===== src/rtl/seq_mult_if.sv =====
// Operator-side bundle for seq_mult_unit:
// button/switch inputs and register readback.
interface seq_mult_if #(
  parameter int WIDTH = 8
);
  logic             ClearA_LoadB;
  logic             Execute;
  logic [WIDTH-1:0] Din;
  logic [WIDTH-1:0] Aval;
  logic [WIDTH-1:0] Bval;
  logic             Xval;
  logic             Busy;
  logic             Done;

  modport master (
    output ClearA_LoadB, Execute, Din,
    input  Aval, Bval, Xval, Busy, Done
  );

  modport slave (
    input  ClearA_LoadB, Execute, Din,
    output Aval, Bval, Xval, Busy, Done
  );
endinterface


===== src/rtl/seq_mult_unit.sv =====
// Signed add-shift multiplier, product in {A,B}.
// SEQ_MULT_FAST_EN merges ADD/SHIFT into one CALC state.
module seq_mult_unit #(
  parameter int WIDTH = 8
) (
  input logic       Clk,
  input logic       Reset,
  seq_mult_if.slave bus
);
  localparam int CW = $clog2(WIDTH) + 1;

`ifdef SEQ_MULT_FAST_EN
  typedef enum logic [1:0] {
    IDLE, CALC, DONE
  } state_t;
`else
  typedef enum logic [1:0] {
    IDLE, ADD, SHIFT, DONE
  } state_t;
`endif

  state_t           state;
  logic [WIDTH-1:0] a, b, s;
  logic             x;
  logic [CW-1:0]    cnt;
  logic             busy, done;
  logic             last;
  logic [WIDTH:0]   sum;

  assign last = (cnt == CW'(WIDTH - 1));

  // Top multiplier bit carries negative weight.
  always_comb begin
    sum = '0;
    if (last)
      sum = {a[WIDTH-1], a} - {s[WIDTH-1], s};
    else
      sum = {a[WIDTH-1], a} + {s[WIDTH-1], s};
  end

`ifdef SEQ_MULT_FAST_EN
  logic             nx;
  logic [WIDTH-1:0] na;

  always_comb begin
    nx = x;
    na = a;
    if (b[0]) begin
      nx = sum[WIDTH];
      na = sum[WIDTH-1:0];
    end
  end
`endif

  always_ff @(posedge Clk or negedge Reset) begin
    if (!Reset) begin
      state <= IDLE;
      a     <= '0;
      b     <= '0;
      s     <= '0;
      x     <= 1'b0;
      cnt   <= '0;
      busy  <= 1'b0;
      done  <= 1'b0;
    end else begin
      unique case (state)
        IDLE: begin
          if (!bus.ClearA_LoadB) begin
            b <= bus.Din;
            a <= '0;
            x <= 1'b0;
          end else if (!bus.Execute) begin
            s     <= bus.Din;
            a     <= '0;
            x     <= 1'b0;
            cnt   <= '0;
            busy  <= 1'b1;
`ifdef SEQ_MULT_FAST_EN
            state <= CALC;
`else
            state <= ADD;
`endif
          end
        end
`ifdef SEQ_MULT_FAST_EN
        CALC: begin
          x   <= nx;
          a   <= {nx, na[WIDTH-1:1]};
          b   <= {na[0], b[WIDTH-1:1]};
          cnt <= cnt + CW'(1);
          if (last) begin
            state <= DONE;
            busy  <= 1'b0;
            done  <= 1'b1;
          end
        end
`else
        ADD: begin
          if (b[0]) begin
            a <= sum[WIDTH-1:0];
            x <= sum[WIDTH];
          end
          state <= SHIFT;
        end
        SHIFT: begin
          a   <= {x, a[WIDTH-1:1]};
          b   <= {a[0], b[WIDTH-1:1]};
          cnt <= cnt + CW'(1);
          if (last) begin
            state <= DONE;
            busy  <= 1'b0;
            done  <= 1'b1;
          end else begin
            state <= ADD;
          end
        end
`endif
        DONE: begin
          if (bus.Execute) begin
            state <= IDLE;
            done  <= 1'b0;
          end
        end
        default: state <= IDLE;
      endcase
    end
  end

  assign bus.Aval = a;
  assign bus.Bval = b;
  assign bus.Xval = x;
  assign bus.Busy = busy;
  assign bus.Done = done;
endmodule


===== src/flat_wrapper.sv =====
// flat-port wrapper written by rule: the top's interface ports become plain ports
module seq_mult_unit_flat 
#(
  parameter int WIDTH = 8
)
  (Clk, Reset, bus_ClearA_LoadB, bus_Execute, bus_Din, bus_Aval, bus_Bval, bus_Xval, bus_Busy, bus_Done);
  seq_mult_if #(.WIDTH(WIDTH)) bus_i ();
  input logic Clk;
  input logic Reset;
  input wire logic [$bits(bus_i.ClearA_LoadB)-1:0] bus_ClearA_LoadB;
  input wire logic [$bits(bus_i.Execute)-1:0] bus_Execute;
  input wire logic [$bits(bus_i.Din)-1:0] bus_Din;
  output wire logic [$bits(bus_i.Aval)-1:0] bus_Aval;
  output wire logic [$bits(bus_i.Bval)-1:0] bus_Bval;
  output wire logic [$bits(bus_i.Xval)-1:0] bus_Xval;
  output wire logic [$bits(bus_i.Busy)-1:0] bus_Busy;
  output wire logic [$bits(bus_i.Done)-1:0] bus_Done;
  assign bus_i.ClearA_LoadB = bus_ClearA_LoadB;
  assign bus_i.Execute = bus_Execute;
  assign bus_i.Din = bus_Din;
  assign bus_Aval = bus_i.Aval;
  assign bus_Bval = bus_i.Bval;
  assign bus_Xval = bus_i.Xval;
  assign bus_Busy = bus_i.Busy;
  assign bus_Done = bus_i.Done;
  seq_mult_unit #(.WIDTH(WIDTH)) u_core (.Clk(Clk), .Reset(Reset), .bus(bus_i));
endmodule

===== config.mk =====
export PLATFORM = sky130hd
export DESIGN_NAME = seq_mult_unit_flat
export DESIGN_NICKNAME = d
export VERILOG_FILES = /design/src/rtl/seq_mult_if.sv /design/src/rtl/seq_mult_unit.sv /design/src/flat_wrapper.sv
export SDC_FILE = /design/constraint.sdc
export NUM_CORES = 1
export LEC_CHECK = 0
export CAP_MARGIN = 5
export CORE_MARGIN = 5
export CORE_UTILIZATION = 54
export CTS_CLUSTER_DIAMETER = 120
export DETAILED_ROUTE_END_ITERATION = 10
export GPL_TIMING_DRIVEN = 0
export PLACE_DENSITY = 0.83
export SLEW_MARGIN = 40
export SYNTH_ARGS = -nofsm -noshare
export SYNTH_HDL_FRONTEND = slang
export SYNTH_SLANG_ARGS = --single-unit
export TNS_END_PERCENT = 10

===== constraint.sdc =====
create_clock -name Clk -period 2.9 [get_ports Clk]
set_clock_uncertainty 0.2 [all_clocks]
set_input_delay 0.435 -clock Clk [delete_from_list [all_inputs] [get_ports Clk]]
set_output_delay 0.435 -clock Clk [all_outputs]
set_load 0.03 [all_outputs]

==> results of run 1 <==
-- cell type report --
class                           count  area [um2]
Tap cell                           50        62.6
Clock buffer                        6        72.6
Timing Repair Buffer               36         363
Inverter                           12        45.0
Fill cell                         306        1250
Multi-Input combinational cell    182        1270
Sequential cell                    33         826
Clock inverter                      2        10.0
Buffer                              9        42.5
-- critical path: stages, from the launching register on --
cell and delay [ps]:
sky130_fd_sc_hd__dfrtp_1 420, sky130_fd_sc_hd__ha_2 220, sky130_fd_sc_hd__and3b_1 190, sky130_fd_sc_hd__buf_6 140, sky130_fd_sc_hd__nor2_1 130, sky130_fd_sc_hd__xnor2_1 90, sky130_fd_sc_hd__ha_1 350, sky130_fd_sc_hd__nor2b_1 170
sky130_fd_sc_hd__o31a_1 280, sky130_fd_sc_hd__o21a_1 200, sky130_fd_sc_hd__o21a_1 170, sky130_fd_sc_hd__o31ai_1 180
-- sequential cells by signal, indices dropped and copies added, names as in the netlist --
register	count
u_core.bus.Aval	8
u_core.bus.Bval	8
u_core.s	8
u_core.cnt	4
u_core.state	2
u_core.bus.Busy	1
u_core.bus.Done	1
u_core.bus.Xval	1
-- metal layers --
layer,track usage (%),up-vias,wire (um)
met4,6.15,0,72
li1,-,959,-
met1,29.4,955,2480
met2,33.6,46,2610
met3,3.86,9,197
met5,0,-,0
-- timing repair --
item                                    4_1_cts  5_1_grt
endpoints found under the hold margin        15        0
resized for setup                             2        7
hold buffers                                  1        0
endpoints found under the setup margin        2        5
pin swaps                                     0        3
setup buffers                                 1        3
-- worst max-delay path by stage --
| stage | end | start | cells past startpoint | slack (ps) |
|---|---|---|---|---|
| finish | u_core.bus.Aval[6]$_DFFE_PN0P_ | u_core.cnt[0]$_DFFE_PN0P_ | 11 | 70 |
| detailed placement | u_core.bus.Aval[7]$_DFFE_PN0P_ | u_core.cnt[0]$_DFFE_PN0P_ | 10 | -160 |
| CTS | u_core.bus.Aval[7]$_DFFE_PN0P_ | u_core.s[1]$_DFFE_PN0P_ | 10 | 40 |
| floorplan | u_core.bus.Aval[7]$_DFFE_PN0P_ | u_core.cnt[0]$_DFFE_PN0P_ | 10 | 260 |
| global route | u_core.bus.Aval[7]$_DFFE_PN0P_ | u_core.s[1]$_DFFE_PN0P_ | 10 | -70 |
| global placement | u_core.bus.Aval[7]$_DFFE_PN0P_ | u_core.cnt[0]$_DFFE_PN0P_ | 10 | -80 |
-- per-stage QoR --
stage                     worst slack (ps)  area (um2)  power (uW)
after detailed placement              -165        2530        2670
after floorplan                        257        2150        2160
after CTS                             41.8        2640        3030
final                                 74.6        2690        3170
after global routing                 -71.5        2690        3410
after global placement               -83.6        2510        2610
-- power breakdown --
group          internal, uW  leakage (uW)  switching, uW
clock network           166     0.0000450            174
registers               639      0.000399            221
logic                   853      0.000708           1120
-- cell usage in the layout (no fill, tap or decap), types with 3 or more instances in the layout --
master,n
sky130_fd_sc_hd__dfrtp_1,33
sky130_fd_sc_hd__clkdlybuf4s50_1,29
sky130_fd_sc_hd__a21oi_1,21
sky130_fd_sc_hd__nand2_1,19
sky130_fd_sc_hd__nor2_1,17
sky130_fd_sc_hd__o22ai_1,17
sky130_fd_sc_hd__ha_1,13
sky130_fd_sc_hd__o21ai_1,12
sky130_fd_sc_hd__inv_1,11
sky130_fd_sc_hd__nand3_1,8
sky130_fd_sc_hd__xnor2_1,7
sky130_fd_sc_hd__clkbuf_1,7
sky130_fd_sc_hd__o21ai_0,6
sky130_fd_sc_hd__mux2_1,5
sky130_fd_sc_hd__clkbuf_8,5
sky130_fd_sc_hd__o31ai_1,4
sky130_fd_sc_hd__and2_1,4
sky130_fd_sc_hd__buf_4,4
sky130_fd_sc_hd__and3b_1,3
sky130_fd_sc_hd__nor2b_1,3
sky130_fd_sc_hd__o21a_1,3
sky130_fd_sc_hd__a211oi_1,3
-- kinds of logic (layout without fill, tap and decap cells) --
logic type | after synthesis | in the layout | synth area share (%)
AOI/OAI and AO/OA | 84 | 84 | 25.0
xor gates and xnor gates | 8 | 8 | 3.26
adders and majority gates | 16 | 16 | 9.66
buffers and inverters | 21 | 65 | 4.07
DFF | 33 | 33 | 38.4
muxes | 7 | 7 | 3.55
and+or+nand+nor | 67 | 67 | 16.0
==> results_tabular.tex, run 1 <==
\begin{tabular}{lr}
\hline
Metric & Value \\
\hline
\multicolumn{2}{l}{\textbf{Yosys}} \\
Netlist Area Pre-Place & 2150 um2 \\
Area share of the leading cell type in the synthesized netlist & 38.4\% \\
Most frequently used cell type in the post-synthesis netlist & sky130\_fd\_sc\_hd\_\_dfrtp\_1 \\
Count of different cell masters after synthesis & 47 \\
Sequential share of the synthesized area & 38.4\% \\
Count of mapped cells out of synthesis & 236 \\
Post-synthesis net count & 264 \\
Average instance area after synthesis & 9.11 um2 \\
Post-synth EDFFs & 0 \\
Primary FF master, synth & sky130\_fd\_sc\_hd\_\_dfrtp\_1 \\
Async set or reset register ratio after synthesis & 100\% \\
Synth top cells by count & sky130\_fd\_sc\_hd\_\_dfrtp\_1, sky130\_fd\_sc\_hd\_\_a21oi\_1, sky130\_fd\_sc\_hd\_\_nand2\_1, sky130\_fd\_sc\_hd\_\_nor2\_1, sky130\_fd\_sc\_hd\_\_o22ai\_1 \\
Synthesis Warnings & 0 \\
Flip-flop and latch count after synthesis & 33 \\
Largest area contributor in the synthesized netlist & sky130\_fd\_sc\_hd\_\_dfrtp\_1 \\
Leading cell types by total area after synthesis & sky130\_fd\_sc\_hd\_\_dfrtp\_1, sky130\_fd\_sc\_hd\_\_ha\_1, sky130\_fd\_sc\_hd\_\_o22ai\_1 \\
\multicolumn{2}{l}{\textbf{GRT}} \\
Largest net degree at the start of global routing & 19 \\
Global-route wire length before repair & 8680 um \\
Via count of the first global-routing pass & 1871 \\
All-Layer GR Usage & 21.1\% \\
Aggregate global routing overflow & 0 \\
Number of antenna violations at the first check in global routing & 0 \\
\multicolumn{2}{l}{\textbf{Drt}} \\
Remaining antenna violation count after routing & 0 \\
Violation count after the first detailed-routing iteration & 139 \\
Total DRC errors in the routed layout & 0 \\
Number of vias in the routed layout & 1969 \\
Via density per instance & 5.97 \\
Routed length per placed instance & 16.2 um \\
Total Wirelength & 5350 um \\
First drt pass iteration count & 4 \\
\multicolumn{2}{l}{\textbf{Place}} \\
GPL Wtd Cong & 0.966 \\
Number of cells after detailed placement & 317 \\
DP HPWL & 3860 um \\
Port bufs & 30 \\
\multicolumn{2}{l}{\textbf{Cells and area}} \\
Final Util & 68.3\% \\
Area delta synth->final & 25.3\% \\
Fraction of final layout cells sized beyond drive strength 1 & 8.57\% \\
Non-filler instance count after layout & 330 \\
Number of nets in the layout & 307 \\
Number of diodes & 0 \\
\multicolumn{2}{l}{\textbf{Clocking}} \\
Buffer depth of the longest clock path & 2 \\
Number of buffers created by CTS & 5 \\
Clock Pin Slew Worst Setup and Hold Paths & 70 ps \\
Number of sinks on the clock net & 33 \\
CTS Root Buffer Type & sky130\_fd\_sc\_hd\_\_clkbuf\_8 \\
Number of levels the H-tree was split into & 2 \\
CTS tree & yes \\
Latest clock arrival within the worst-skew pair & 280 ps \\
\multicolumn{2}{l}{\textbf{STA}} \\
Worst hold slack & 306 ps \\
Max-slew violation total from the final report & 0 \\
Setup repair after global routing missed its margin & true \\
Final Setup Violations & 0 \\
Setup total negative slack & 0 ps \\
Final Hold Violating Endpoints & 0 \\
Highest clock frequency the design can meet & 354 MHz \\
Tcrit/Tclk final & 97.4\% \\
Min cycle time layout & 2830 ps \\
Relative slew margins & 66.4\% \\
Worst-Margin Slew & 504 ps \\
\multicolumn{2}{l}{\textbf{Worst setup path}} \\
Worst reg2reg path startpoint & u\_core.cnt[0]\$\_DFFE\_PN0P\_ \\
Kind of critical path & flip-flop to flip-flop \\
Largest fanout on the critical path & 10 \\
Worst R2R End & u\_core.bus.Aval[6]\$\_DFFE\_PN0P\_ \\
Data arrival time at the worst-slack endpoint & 2820 ps \\
Reg-to-reg slack, setup & 70 ps \\
Cells on worst reg2reg path & 11 \\
Type of destination of the critical path & flip-flop \\
Launching element type of the critical path & flip-flop \\
Required time of the worst setup path & 2890 ps \\
\multicolumn{2}{l}{\textbf{Power and ir drop}} \\
VDD IR-drop max & 0.687 mV \\
Reported leakage power & 0.00115 uW \\
Cell area power density & 1180 nW/um2 \\
\multicolumn{2}{l}{\textbf{Min path}} \\
Hold path startpoint & u\_core.bus.Done\$\_DFFE\_PN0P\_ \\
Path type of the worst min-delay path & flip-flop to flip-flop \\
Endpoint of the worst hold-timing path & u\_core.bus.Done\$\_DFFE\_PN0P\_ \\
Cells on Worst Hold Path & 2 \\
\multicolumn{2}{l}{\textbf{Job}} \\
Max Cap Violations & 0 \\
\multicolumn{2}{l}{\textbf{Floorplan}} \\
Core Box Area & 3940 um2 \\
Chip Width & 73.1 um \\
Die Area & 5340 um2 \\
Number of top-level pins & 31 \\
Die height & 73.1 um \\
\# rows & 23 \\
Initial Utilization & 54.5\% \\
\multicolumn{2}{l}{\textbf{Run status}} \\
Outcome & finished clean \\
\hline
\end{tabular}
(Power assumes the default switching activity.)
==> run 2: changes to the inputs <==
--- a/config.mk
+++ b/config.mk
@@ -5,7 +5,6 @@
 export SDC_FILE = /design/constraint.sdc
 export NUM_CORES = 1
 export LEC_CHECK = 0
-export CAP_MARGIN = 5
 export CORE_MARGIN = 5
 export CORE_UTILIZATION = 54
 export CTS_CLUSTER_DIAMETER = 120
==> results of run 2 <==
No change in the layout: final DEF, timing and power equal those of run 1.
==> run 3: changes to the inputs <==
--- a/config.mk
+++ b/config.mk
@@ -5,7 +5,6 @@
 export SDC_FILE = /design/constraint.sdc
 export NUM_CORES = 1
 export LEC_CHECK = 0
-export CORE_MARGIN = 5
 export CORE_UTILIZATION = 54
 export CTS_CLUSTER_DIAMETER = 120
 export DETAILED_ROUTE_END_ITERATION = 10
==> run 3 against run 2 <==
  * Routed wire length increased by 3.3%
  * Final area is 3.2% higher
  * Hold slack improved by 7.1 ps
  * Setup slack better by 8.5 ps
  * Non-clock buffer count up 7
==> results_tabular.tex, run 3 (synthesized netlist as in run 1, its figures left out) <==
\begin{tabular}{lr}
\hline
Metric & Value \\
\hline
\multicolumn{2}{l}{\textbf{Place}} \\
Number of cells after detailed placement & 315 (-0.63\%) \\
Port bufs & 30 (unchanged) \\
GPL Wtd Cong & 0.892 (-7.7\%) \\
DP HPWL & 3930 um (+2.0\%) \\
\multicolumn{2}{l}{\textbf{STA}} \\
Max-slew violation total from the final report & 0 (unchanged) \\
Final Setup Violations & 0 (unchanged) \\
Relative slew margins & 65.2\% (-1.2 points) \\
Final Hold Violating Endpoints & 0 (unchanged) \\
Worst-Margin Slew & 522 ps (+18.7 ps) \\
Tcrit/Tclk final & 97.1\% (-0.29 points) \\
Min cycle time layout & 2820 ps (-8.51 ps) \\
Highest clock frequency the design can meet & 355 MHz (+0.30\%) \\
\multicolumn{2}{l}{\textbf{Floorplan}} \\
Die height & 65.1 um (-11\%) \\
Die Area & 4240 um2 (-21\%) \\
Core Box Area & 3740 um2 (-5.0\%) \\
Chip Width & 65.1 um (-11\%) \\
\# rows & 22 (-4.3\%) \\
Number of top-level pins & 31 (unchanged) \\
Initial Utilization & 57.4\% (+2.9 points) \\
\multicolumn{2}{l}{\textbf{Worst setup path}} \\
Reg-to-reg slack, setup & 80 ps (about the same) \\
Worst reg2reg path startpoint & u\_core.s[0]\$\_DFFE\_PN0P\_ \\
Cells on worst reg2reg path & 10 (-1) \\
Type of destination of the critical path & flip-flop \\
Largest fanout on the critical path & 4 (-6) \\
Ordered list of cells on the worst path & inv\_1 > ha\_4 > nor4b\_4 > a21oi\_2 > xnor2\_1 > ha\_1 > and2\_1 > a32o\_1 > o31a\_1 > o31ai\_1 \\
Combined buffer and inverter count along the critical path & 1 (unchanged) \\
Worst R2R End & u\_core.bus.Aval[7]\$\_DFFE\_PN0P\_ \\
Kind of critical path & flip-flop to flip-flop \\
Max stage delay cell, worst path & sky130\_fd\_sc\_hd\_\_dfrtp\_1 \\
Kind of cell adding the most delay to the critical path & compound AO/OA/AOI/OAI gates \\
Max incr delay on CP & 380 ps (-40 ps) \\
Data arrival time at the worst-slack endpoint & 2810 ps (about the same) \\
Required time of the worst setup path & 2890 ps (about the same) \\
Launching element type of the critical path & flip-flop \\
\multicolumn{2}{l}{\textbf{Power and ir drop}} \\
VDD IR-drop max & 0.910 mV (+32\%) \\
Cell area power density & 1190 nW/um2 (+1.3\%) \\
Overall Power & 3310 uW (+4.5\%) \\
Reported leakage power & 0.00120 uW (+3.7\%) \\
\multicolumn{2}{l}{\textbf{Cells and area}} \\
Most common cell after layout, fill and taps aside & sky130\_fd\_sc\_hd\_\_dfrtp\_1 \\
Fraction of final layout cells sized beyond drive strength 1 & 12.2\% (+3.6 points) \\
Number of diodes & 0 (unchanged) \\
Highest-count cells in the layout ignoring fill and taps & sky130\_fd\_sc\_hd\_\_dfrtp\_1, sky130\_fd\_sc\_hd\_\_clkdlybuf4s50\_1, sky130\_fd\_sc\_hd\_\_a21oi\_1 \\
Non-filler instance count after layout & 335 (+1.5\%) \\
Final Util & 74.2\% (+5.9 points) \\
Area delta synth->final & 29.3\% \\
Number of nets in the layout & 314 (+2.3\%) \\
\multicolumn{2}{l}{\textbf{Clocking}} \\
Buffer depth of the longest clock path & 2 (unchanged) \\
Clock Pin Slew Worst Setup and Hold Paths & 70 ps (about the same) \\
Latest clock arrival within the worst-skew pair & 280 ps (about the same) \\
CTS Root Buffer Type & sky130\_fd\_sc\_hd\_\_clkbuf\_8 \\
CTS tree & yes \\
Number of buffers created by CTS & 5 (unchanged) \\
Number of levels the H-tree was split into & 2 (unchanged) \\
Number of sinks on the clock net & 33 (unchanged) \\
\multicolumn{2}{l}{\textbf{Min path}} \\
Hold path startpoint & u\_core.bus.Done\$\_DFFE\_PN0P\_ \\
Endpoint of the worst hold-timing path & u\_core.bus.Done\$\_DFFE\_PN0P\_ \\
Path type of the worst min-delay path & flip-flop to flip-flop \\
Cells on Worst Hold Path & 2 (unchanged) \\
\multicolumn{2}{l}{\textbf{GRT}} \\
All-Layer GR Usage & 27.8\% (+6.6 points) \\
Largest net degree at the start of global routing & 18 (-1) \\
Global-route wire length before repair & 8980 um (+3.5\%) \\
Via count of the first global-routing pass & 1933 (+3.3\%) \\
Aggregate global routing overflow & 0 (unchanged) \\
Number of antenna violations at the first check in global routing & 0 (unchanged) \\
\multicolumn{2}{l}{\textbf{Drt}} \\
First drt pass iteration count & 4 (unchanged) \\
Total DRC errors in the routed layout & 0 (unchanged) \\
Via density per instance & 6.12 (+2.5\%) \\
Total Wirelength & 5530 um (+3.3\%) \\
Violation count after the first detailed-routing iteration & 166 (+19\%) \\
Routed length per placed instance & 16.5 um (+1.7\%) \\
Number of vias in the routed layout & 2049 (+4.1\%) \\
Remaining antenna violation count after routing & 0 (unchanged) \\
\multicolumn{2}{l}{\textbf{Job}} \\
Max Cap Violations & 0 (unchanged) \\
\multicolumn{2}{l}{\textbf{Run status}} \\
Outcome & finished clean \\
\hline
\end{tabular}
[run 3: timing repair]
item,4_1_cts,5_1_grt
pin swaps,0,12
setup buffers,2,9
hold endpoints to repair,16,0
hold buffers,1,0
resized for setup,1,15
setup endpoints to repair,2,4
[run 3: worst reg2reg max path, cell delays in order, from the launching register on]
cell	delay, ps
sky130_fd_sc_hd__dfrtp_1	380
sky130_fd_sc_hd__inv_1	140
sky130_fd_sc_hd__ha_4	170
sky130_fd_sc_hd__nor4b_4	260
sky130_fd_sc_hd__a21oi_2	100
sky130_fd_sc_hd__xnor2_1	140
sky130_fd_sc_hd__ha_1	340
sky130_fd_sc_hd__and2_1	190
sky130_fd_sc_hd__a32o_1	300
sky130_fd_sc_hd__o31a_1	290
sky130_fd_sc_hd__o31ai_1	220
[run 3: final cells by class]
type	count	area (um2)
multi-input cells	182	1310
fillers	271	965
flip-flops and latches	33	826
repair buffers	43	415
clock buffers	6	72.6
well taps	48	60.1
inverters	12	45.0
plain buffers	9	42.5
clock inverters	2	10.0
[run 3: routing by layer]
layer	up-vias	routed length (um)	track usage (%)
met5	-	0	0
met1	968	2430	36.9
met4	0	183	10.3
met3	21	331	4.69
met2	82	2590	45.4
li1	978	-	-
[run 3: worst max-delay path by stage]
stage / start / end / slack (ps) / cells past startpoint
3_5_place_dp: u_core.cnt[0]$_DFFE_PN0P_ / u_core.bus.Aval[7]$_DFFE_PN0P_ / -110 / 10
6_report: u_core.s[0]$_DFFE_PN0P_ / u_core.bus.Aval[7]$_DFFE_PN0P_ / 80 / 10
3_3_place_gp: u_core.cnt[0]$_DFFE_PN0P_ / u_core.bus.Aval[7]$_DFFE_PN0P_ / -50 / 10
5_1_grt: u_core.s[0]$_DFFE_PN0P_ / u_core.bus.Aval[7]$_DFFE_PN0P_ / -20 / 10
4_1_cts: u_core.cnt[0]$_DFFE_PN0P_ / u_core.bus.Aval[7]$_DFFE_PN0P_ / 20 / 11
2_1_floorplan: u_core.cnt[0]$_DFFE_PN0P_ / u_core.bus.Aval[7]$_DFFE_PN0P_ / 260 / 10
[run 3: power breakdown]
group	internal, uW	leakage, uW	switching [uW]
registers	639	0.000399	218
logic	955	0.000751	1160
clock network	166	0.0000450	171
[run 3: through the flow]
step | setup TNS, ps | cell area [um2] | hold WS [ps] | setup slack (ps)
6_report | 0 | 2780 | 313 | 83.1
2_1_floorplan | 0 | 2150 | -60.6 | 257
5_1_grt | -18.0 | 2780 | 335 | -18.0
4_1_cts | 0 | 2640 | 308 | 21.1
3_3_place_gp | -53.0 | 2510 | 290 | -53.0
3_5_place_dp | -151 | 2530 | 208 | -112
